## src/rtl/param_fifo_pkg.sv

```systemverilog
// Shared defaults and sizing helpers for the parameterised FIFO.
package param_fifo_pkg;

    localparam int PARAM_FIFO_DEF_WIDTH = 8;
    localparam int PARAM_FIFO_DEF_DEPTH = 4;

    // Ceiling log2 that never returns less than one bit.
    function automatic int clog2_min1(input int value);
        int result;
        result = 0;
        while ((1 << result) < value) begin
            result = result + 1;
        end
        if (result < 1) begin
            result = 1;
        end
        return result;
    endfunction

endpackage

```

## src/rtl/param_fifo_mem.sv

```systemverilog
// DEPTH x WIDTH register array: one synchronous write port, one asynchronous read port.
module param_fifo_mem
    import param_fifo_pkg::*;
#(
    parameter int WIDTH  = PARAM_FIFO_DEF_WIDTH,
    parameter int DEPTH  = PARAM_FIFO_DEF_DEPTH,
    parameter int ADDR_W = clog2_min1(DEPTH)
) (
    input  logic              clk,
    input  logic              wr_en_i,
    input  logic [ADDR_W-1:0] wr_addr_i,
    input  logic [WIDTH-1:0]  wr_data_i,
    input  logic [ADDR_W-1:0] rd_addr_i,
    output logic [WIDTH-1:0]  rd_data_o
);

    logic [WIDTH-1:0] mem_q [DEPTH];

    // Storage write; contents are deliberately left unreset.
    always_ff @(posedge clk) begin
        if (wr_en_i) begin
            mem_q[wr_addr_i] <= wr_data_i;
        end
    end

    assign rd_data_o = mem_q[rd_addr_i];

endmodule

```

## src/rtl/param_fifo.sv

```systemverilog
// Synchronous valid/ready FIFO with optional fall-through and a level high-water mark.
module param_fifo
    import param_fifo_pkg::*;
#(
    parameter int WIDTH        = PARAM_FIFO_DEF_WIDTH,
    parameter int DEPTH        = PARAM_FIFO_DEF_DEPTH,
    parameter bit FALL_THROUGH = 1'b0
) (
    input  logic                               clk,
    input  logic                               rst,
    input  logic                               in_valid,
    output logic                               in_ready,
    input  logic [WIDTH-1:0]                   in_data,
    output logic                               out_valid,
    input  logic                               out_ready,
    output logic [WIDTH-1:0]                   out_data,
    output logic [clog2_min1(DEPTH+1)-1:0]     count,
    output logic [clog2_min1(DEPTH+1)-1:0]     max_count
);

    localparam int ADDR_W = clog2_min1(DEPTH);
    localparam int CNT_W  = clog2_min1(DEPTH + 1);
    localparam logic [CNT_W-1:0] FULL_CNT = CNT_W'(DEPTH);

    if (WIDTH < 1) begin : g_bad_width
        $fatal(1, "param_fifo: WIDTH must be at least 1");
    end
    if ((DEPTH < 2) || ((DEPTH & (DEPTH - 1)) != 0)) begin : g_bad_depth
        $fatal(1, "param_fifo: DEPTH must be a power of two and at least 2");
    end

    logic [ADDR_W-1:0] wr_ptr_q, wr_ptr_d;
    logic [ADDR_W-1:0] rd_ptr_q, rd_ptr_d;
    logic [CNT_W-1:0]  count_q, count_d;
    logic [CNT_W-1:0]  max_q, max_d;
    logic [WIDTH-1:0]  mem_rdata_s;
    logic              empty_s;
    logic              full_s;
    logic              bypass_mode_s;
    logic              bypass_s;
    logic              wr_en_s;
    logic              rd_en_s;

    param_fifo_mem #(
        .WIDTH  (WIDTH),
        .DEPTH  (DEPTH),
        .ADDR_W (ADDR_W)
    ) u_mem (
        .clk       (clk),
        .wr_en_i   (wr_en_s),
        .wr_addr_i (wr_ptr_q),
        .wr_data_i (in_data),
        .rd_addr_i (rd_ptr_q),
        .rd_data_o (mem_rdata_s)
    );

    // Handshake outputs, bypass detection and next-state for pointers and counters.
    always_comb begin
        empty_s       = (count_q == {CNT_W{1'b0}});
        full_s        = (count_q == FULL_CNT);
        in_ready      = ~full_s;
        bypass_mode_s = FALL_THROUGH && empty_s;

        // An empty fall-through FIFO presents the producer's word directly.
        if (bypass_mode_s) begin
            out_valid = in_valid;
            out_data  = in_data;
        end else begin
            out_valid = ~empty_s;
            out_data  = mem_rdata_s;
        end

        bypass_s = bypass_mode_s && in_valid && out_ready;
        wr_en_s  = in_valid && in_ready && !bypass_s;
        rd_en_s  = out_valid && out_ready && !bypass_s;

        if (wr_en_s) begin
            wr_ptr_d = wr_ptr_q + ADDR_W'(1);
        end else begin
            wr_ptr_d = wr_ptr_q;
        end

        if (rd_en_s) begin
            rd_ptr_d = rd_ptr_q + ADDR_W'(1);
        end else begin
            rd_ptr_d = rd_ptr_q;
        end

        case ({wr_en_s, rd_en_s})
            2'b10:   count_d = count_q + CNT_W'(1);
            2'b01:   count_d = count_q - CNT_W'(1);
            default: count_d = count_q;
        endcase

        if (count_d > max_q) begin
            max_d = count_d;
        end else begin
            max_d = max_q;
        end
    end

    // State registers with synchronous reset.
    always_ff @(posedge clk) begin
        if (rst) begin
            wr_ptr_q <= {ADDR_W{1'b0}};
            rd_ptr_q <= {ADDR_W{1'b0}};
            count_q  <= {CNT_W{1'b0}};
            max_q    <= {CNT_W{1'b0}};
        end else begin
            wr_ptr_q <= wr_ptr_d;
            rd_ptr_q <= rd_ptr_d;
            count_q  <= count_d;
            max_q    <= max_d;
        end
    end

    assign count     = count_q;
    assign max_count = max_q;

endmodule

```

## config.mk

```make
export PLATFORM = sky130hd
export DESIGN_NAME = param_fifo
export DESIGN_NICKNAME = d
export VERILOG_FILES = /design/src/rtl/param_fifo_pkg.sv /design/src/rtl/param_fifo_mem.sv /design/src/rtl/param_fifo.sv
export SDC_FILE = /design/constraint.sdc
export NUM_CORES = 1
export LEC_CHECK = 0
export CAP_MARGIN = 10
export CORE_ASPECT_RATIO = 1.75
export CORE_UTILIZATION = 47
export DETAILED_ROUTE_END_ITERATION = 6
export GPL_ROUTABILITY_DRIVEN = 0
export PLACE_DENSITY_LB_ADDON = 0.08
export SLEW_MARGIN = 5
export SYNTH_ARGS = -nofsm -noshare
export SYNTH_HDL_FRONTEND = slang
export SYNTH_SLANG_ARGS = --single-unit
```

## constraint.sdc

```tcl
create_clock -name clk -period 2.8 [get_ports clk]
set_input_delay 0.42 -clock clk [delete_from_list [all_inputs] [get_ports clk]]
set_output_delay 0.42 -clock clk [all_outputs]
set_load 0.1 [all_outputs]
```

# After elaboration in Yosys (flattened, before gate mapping)
# Memory sizes are Yosys's and may differ from the RTL's. A register that Yosys moved wholly into a read port is not among the register bits.
# Index checks and enable logic that the tools add are counted.
[classes] addsub=4 mul=0 n_div=0 order_cmp=1 eq_ne=3 shift=0 muxes=5 n_bitwise=2 n_reduce_logical=3
[ops] operator="one-hot mux 3 bit (2 select lines)" count=1
[ops] operator="adder 2 x 1 -> 2 bit (second input constant)" count=2
[ops] operator="2-to-1 mux 2 bit" count=2
[ops] operator="adder 3 x 1 -> 3 bit (second input constant)" count=1
[ops] operator="== test 3 bit (second input constant)" count=1
[ops] operator="greater-than comparator 3 bit" count=1
[ops] operator="zero test 3 bit" count=1
[ops] operator="subtractor 3 x 1 -> 3 bit (second input constant)" count=1
[ops] operator="== test 2 x 1 -> 1 bit (second input constant)" count=1
[ops] operator="== test 2 bit (second input constant)" count=1
[ops] operator="logical AND 1 bit" count=2
[ops] operator="2-to-1 mux 1 bit" count=2
[ops] operator="NOT 1 bit" count=2
[totals] ff_bits=10 latch_bits=0 ram_bits=32 romBits=0 inputBits=12 out_inout_bits=16 memories=1
[mem_list] name="u_mem.mem_q" depth=4 width=8 read_ports=1 rd_clocked_by_memory_dff=1 write_ports=1 line="param_fifo_mem.sv:17" rtl="logic [WIDTH-1:0] mem_q [DEPTH];"

# Longest topological paths before layout
[logic_depth] depth_word=6 mapped_depth=14

# Modules after synthesis
# A second synthesis with hierarchy kept.
[unflattened] hier_cells=100 area_unflattened_um2=1709.1
[modules_own_cells] mod="param_fifo_mem" instances=1 cells_per_inst=46 area_each_um2=1188.6 seq_area_each_um2=960.9
[modules_own_cells] mod="param_fifo" instances=1 cells_per_inst=54 area_each_um2=520.5 seq_area_each_um2=200.2

# Worst setup path before layout
# Ideal clock, no wire load.
[synth_path] path_kind="register -> register" from="register count_q[0], in the netlist count[0]" to="register max_q[2], in the netlist max_count[2]" setup_time_ns=0.086 arrival_ns=3.893 required_time_ns=2.714 slack_ns=-1.179 path_stages_with_launch=15 path_cell_list="dfxtp_1 > or3b_4 > and2_4 > clkinv_4 > ha_1 > fa_1 > xnor2_1 > nor2_1 > xnor2_1 > inv_1 > ha_1 > and3_1 > a21oi_1 > nor2_1 > a211oi_1"
[synth_between] elab_chain_cells=6
[synth_lines] item="start: declaration" line="param_fifo.sv:34" rtl="logic [CNT_W-1:0] count_q, count_d;"
[synth_lines] item="start signal: assignment" line="param_fifo.sv:107" rtl="count_q <= {CNT_W{1'b0}};"
[synth_lines] item="start signal: assignment" line="param_fifo.sv:112" rtl="count_q <= count_d;"
[synth_lines] item="== test 3 bit *" line="param_fifo.sv:60" rtl="full_s = (count_q == FULL_CNT);"
[synth_lines] item="NOT 1 bit *" line="param_fifo.sv:61" rtl="in_ready = ~full_s;"
[synth_lines] item="net in_ready" line="param_fifo.sv:12" rtl="output logic in_ready,"
[synth_lines] item="logical AND 1 bit *" line="param_fifo.sv:74" rtl="wr_en_s = in_valid && in_ready && !bypass_s;"
[synth_lines] item="== test 2 x 1 -> 1 bit or == test 2 bit (tied branches)" line="param_fifo.sv:89" rtl="case ({wr_en_s, rd_en_s})"
[synth_lines] item="one-hot mux 3 bit (2 select lines) *" line="param_fifo.sv:89"
[synth_lines] item="net count_d[2]" line="param_fifo.sv:34"
[synth_lines] item="greater-than comparator 3 bit" line="param_fifo.sv:95" rtl="if (count_d > max_q) begin"
[synth_lines] item="end signal: assignment" line="param_fifo.sv:108" rtl="max_q <= {CNT_W{1'b0}};"
[synth_lines] item="end signal: assignment" line="param_fifo.sv:113" rtl="max_q <= max_d;"
[synth_lines] item="end: declaration" line="param_fifo.sv:35" rtl="logic [CNT_W-1:0] max_q, max_d;"
# The timed path passes the listed nets; every way through them passes the cells marked *.
# A chain may end at the register's enable or synchronous reset.

# Worst setup path after layout
[layout_path] from="register count_q[1], in the netlist count[1]" to="register max_q[2], in the netlist max_count[2]"
[layout_between] elab_chain_cells=6
[layout_lines] item="== test 3 bit or zero test 3 bit (tied branches)" line="param_fifo.sv:60, param_fifo.sv:59"
[layout_lines] item="NOT 1 bit (on tied branches)" line="param_fifo.sv:61, param_fifo.sv:69"
[layout_lines] item="logical AND 1 bit (on tied branches)" line="param_fifo.sv:74, param_fifo.sv:75"
[layout_lines] item="== test 2 x 1 -> 1 bit or == test 2 bit (tied branches)" line="param_fifo.sv:89"
[layout_lines] item="one-hot mux 3 bit (2 select lines) *" line="param_fifo.sv:89"
[layout_lines] item="net count_d[1]" line="param_fifo.sv:34"
[layout_lines] item="greater-than comparator 3 bit *" line="param_fifo.sv:95"
# Marks and branches as above.

==> metrics.md <==
| Metric | Value |
|---|---|
| Outcome | finished, final reports clean |
| Hold_ws | 514 ps |
| Gr usage total | 0.168 |
| Die ar. | 4060 µm² |
| Final WL | 2980 µm |
| Total Nets Final | 169 |
| Row count | 29 |
| Mean routed wirelength per cell | approximately 15 µm |
| CTS tree | done |
| Inst Count DP | approximately 180 |
| FF+latch count, synth | between 40 and 50 |
| Pre-antenna DRT Iters | 4 |
| Remaining Overflow, GRT | 0 |
| WP data required | between 3000 and 4000 ps |
| Share of layout cells above drive strength 1 | 0.403 |
| Remaining DRCs | 0 |
| Reg area | roughly 1200 µm² |
| Core area | 3630 µm² |
| Slew Limit Headroom | 0.650 |
| Syn_area_per_cell | 16.4 µm² |
| First-pass GRT wire length | about 5000 µm |
| Reg-to-reg endpoint | max_count[2] |
| Post-synth cell types | 29 |
| Min-Delay Path Class | flop to flop |
| Final Non-Filler Cells | roughly 200 |
| Total CTS buffers | 5 |
| Ports | 28 |
| Setup crit start | count[1] |
| Clk root buf | clkbuf_8 |
| Largest net degree at the start of global routing | 14 |
| Final hold violation count | 0 |
| Multi-input logic area | 604 µm² |
| Fin util | 0.636 |
| CP Capture Point | max_count[2] |
| Fmax | 0.360 GHz |
| Syn. warnings | 0 |
| Die height | about 84 µm |
| Register area share after synthesis | 0.672 |
| Setup_tns | 0 ps |
| 1st-iter DRT viols | 10 |
| Antenna diodes | 0 |
| Clock Latency Late Sink | ~290 ps |
| HPWL Detailed | 2170 µm |
| Kind of critical path | flop to flop |
| Tmin final | 2780 ps |
| Mapped Nets | 130 |
| Synth Instances | 109 |
| Port Buffers | 27 |
| Period utilization | 0.992 |
| Max Cap Viol | 0 |
| Clk pin slew, worst setup/hold paths | 80 ps |
| Remaining antenna violation count | 0 |
| Crit end category | flop |
| Worst Max-Slew Pin Slew | around 520 ps |
| Vias | 1,004 |
| Die span in x | 48.6 µm |
| Avg Vias per Cell | 5.15 |
| CP max FO | 6 |
| Initial Utilization | 0.492 |
| # hold bufs at CTS | 0 |
| CTS Sinks | 44 |
| Slew Limit Fails | 0 |
| RSZ-0062 raised after global routing | true |
| Vias in the first global route | between 1,000 and 1,500 |
| Endpoints failing setup | 0 |
| H-tree Lvls | 2 |
| Clk buf depth | 2 |
| Clock Skew | 6.25 ps |
| Startpoint types | flop |
| Initial antenna violation count | 0 |
| # fillers | 286 |
| R2R cell count | 12 |
| Worst r2r src | count[1] |
| Mapped Area | 1790 µm² |
| Area grow syn2layout | 29.1% |
| WP data arrival | approximately 3000 ps |
| Reg2reg setup slack | 20 ps |
==> cells by family (layout without fill, tap and decap cells) <==
logic type,after synthesis,in the layout,synth area share
compound gates,7,7,0.0273
xor+xnor,6,6,0.0294
fa+ha+maj,9,9,0.0672
buf+inv,10,50,0.0245
flops,44,44,0.672
mux,9,9,0.106
simple gates,24,24,0.0728
==> layout make-up <==
class	instances	share of cell area
sequential	44	0.526
multi-input combinational	55	0.262
timing repair buffer	35	0.127
clock buffer	6	0.0315
tap	46	0.0250
clock inverter	2	0.0152
inverter	7	0.0136
==> per-layer routing <==
layer / vias to the layer above / share of wire / track usage
met3: 7 / 0.042 / 0.0419
li1: 479 / - / -
met4: 0 / 0.026 / 0.0829
met5: - / 0 / 0
met1: 491 / 0.35 / 0.169
met2: 27 / 0.58 / 0.308
==> worst max-delay path: stages, from the launching register on <==
cell,delay (ps)
dfxtp_4,380
or3b_4,400
and2_4,190
clkinv_4,50
ha_4,120
fa_2,430
mux2i_2,200
inv_1,70
ha_1,300
nand3b_1,130
a21oi_4,260
nor2_2,60
a211oi_2,130
==> worst min-delay path by stage <==
stage                     cells after the start  slack (ps)          from            to
after CTS                                     2         510   wr_ptr_q[1]   wr_ptr_q[1]
after global placement                        2         490   wr_ptr_q[1]   wr_ptr_q[1]
final                                         2         510  max_count[0]  max_count[0]
after floorplan                               2         470   wr_ptr_q[1]   wr_ptr_q[1]
after detailed placement                      2         500   wr_ptr_q[1]   wr_ptr_q[1]
after global routing                          2         540   wr_ptr_q[1]   wr_ptr_q[1]
==> metrics by stage <==
step / setup WS (ps) / instance area, µm²
floorplan: -334 / 1840
global placement: -196 / 2150
detailed placement: -313 / 2150
CTS: 5.20 / 2270
global route: -106 / 2310
finish: 23.5 / 2310
==> synth_stat cells <==
master | instances | share of area
ha_1 | 8 | 0.056
o21ai_0 | 1 | 0.0028
and3_2 | 2 | 0.0084
or3_2 | 1 | 0.0042
buf_2 | 1 | 0.0028
a21oi_2 | 1 | 0.0049
nor2_1 | 9 | 0.019
nand3b_1 | 1 | 0.0042
fa_1 | 1 | 0.011
and2_4 | 1 | 0.0049
nand2_1 | 4 | 0.0084
or3b_4 | 1 | 0.0063
clkbuf_1 | 1 | 0.0021
nand2_2 | 1 | 0.0035
clkinv_4 | 1 | 0.0049
buf_1 | 1 | 0.0021
dfxtp_1 | 12 | 0.13
mux4_2 | 8 | 0.10
o31ai_1 | 1 | 0.0042
inv_1 | 6 | 0.013
o31a_2 | 1 | 0.0056
and3_1 | 3 | 0.011
mux2i_1 | 1 | 0.0056
edfxtp_1 | 32 | 0.54
a21oi_1 | 2 | 0.0056
xor2_1 | 2 | 0.0098
nand2b_1 | 1 | 0.0035
xnor2_1 | 4 | 0.020
a211oi_1 | 1 | 0.0042
==> timing repair <==
| item | in CTS | in global routing |
|---|---|---|
| gates resized for setup | 1 | 4 |
| buffers inserted | 1 | 3 |
| pin swaps | 1 | 5 |
| endpoints found under the setup margin | 1 | 3 |
==> layout by cell type (no fill, tap or decap), types with 2 or more instances in the layout <==
cell type        synthesis  layout
dfxtp_4                  0       3
clkbuf_8                 0       5
ha_4                     0       2
ha_1                     8       6
nand2_1                  4       4
buf_4                    0      24
and3_1                   3       2
xor2_1                   2       2
dfxtp_1                 12       9
nor2_1                   9       8
xnor2_1                  4       3
clkdlybuf4s50_1          0      10
and3_2                   2       2
mux4_2                   8       8
inv_1                    6       6
edfxtp_1                32      32
==> flip-flops by register name, summed over array words and instances (netlist names), named ones only <==
| register | cells |
|---|---|
| count | 3 |
| max_count | 3 |
| rd_ptr_q | 2 |
| u_mem.mem_q | 32 |
| wr_ptr_q | 2 |
Power is not shown: default switching activity piles up to over one toggle a cycle in this logic, so the estimate is an artifact.
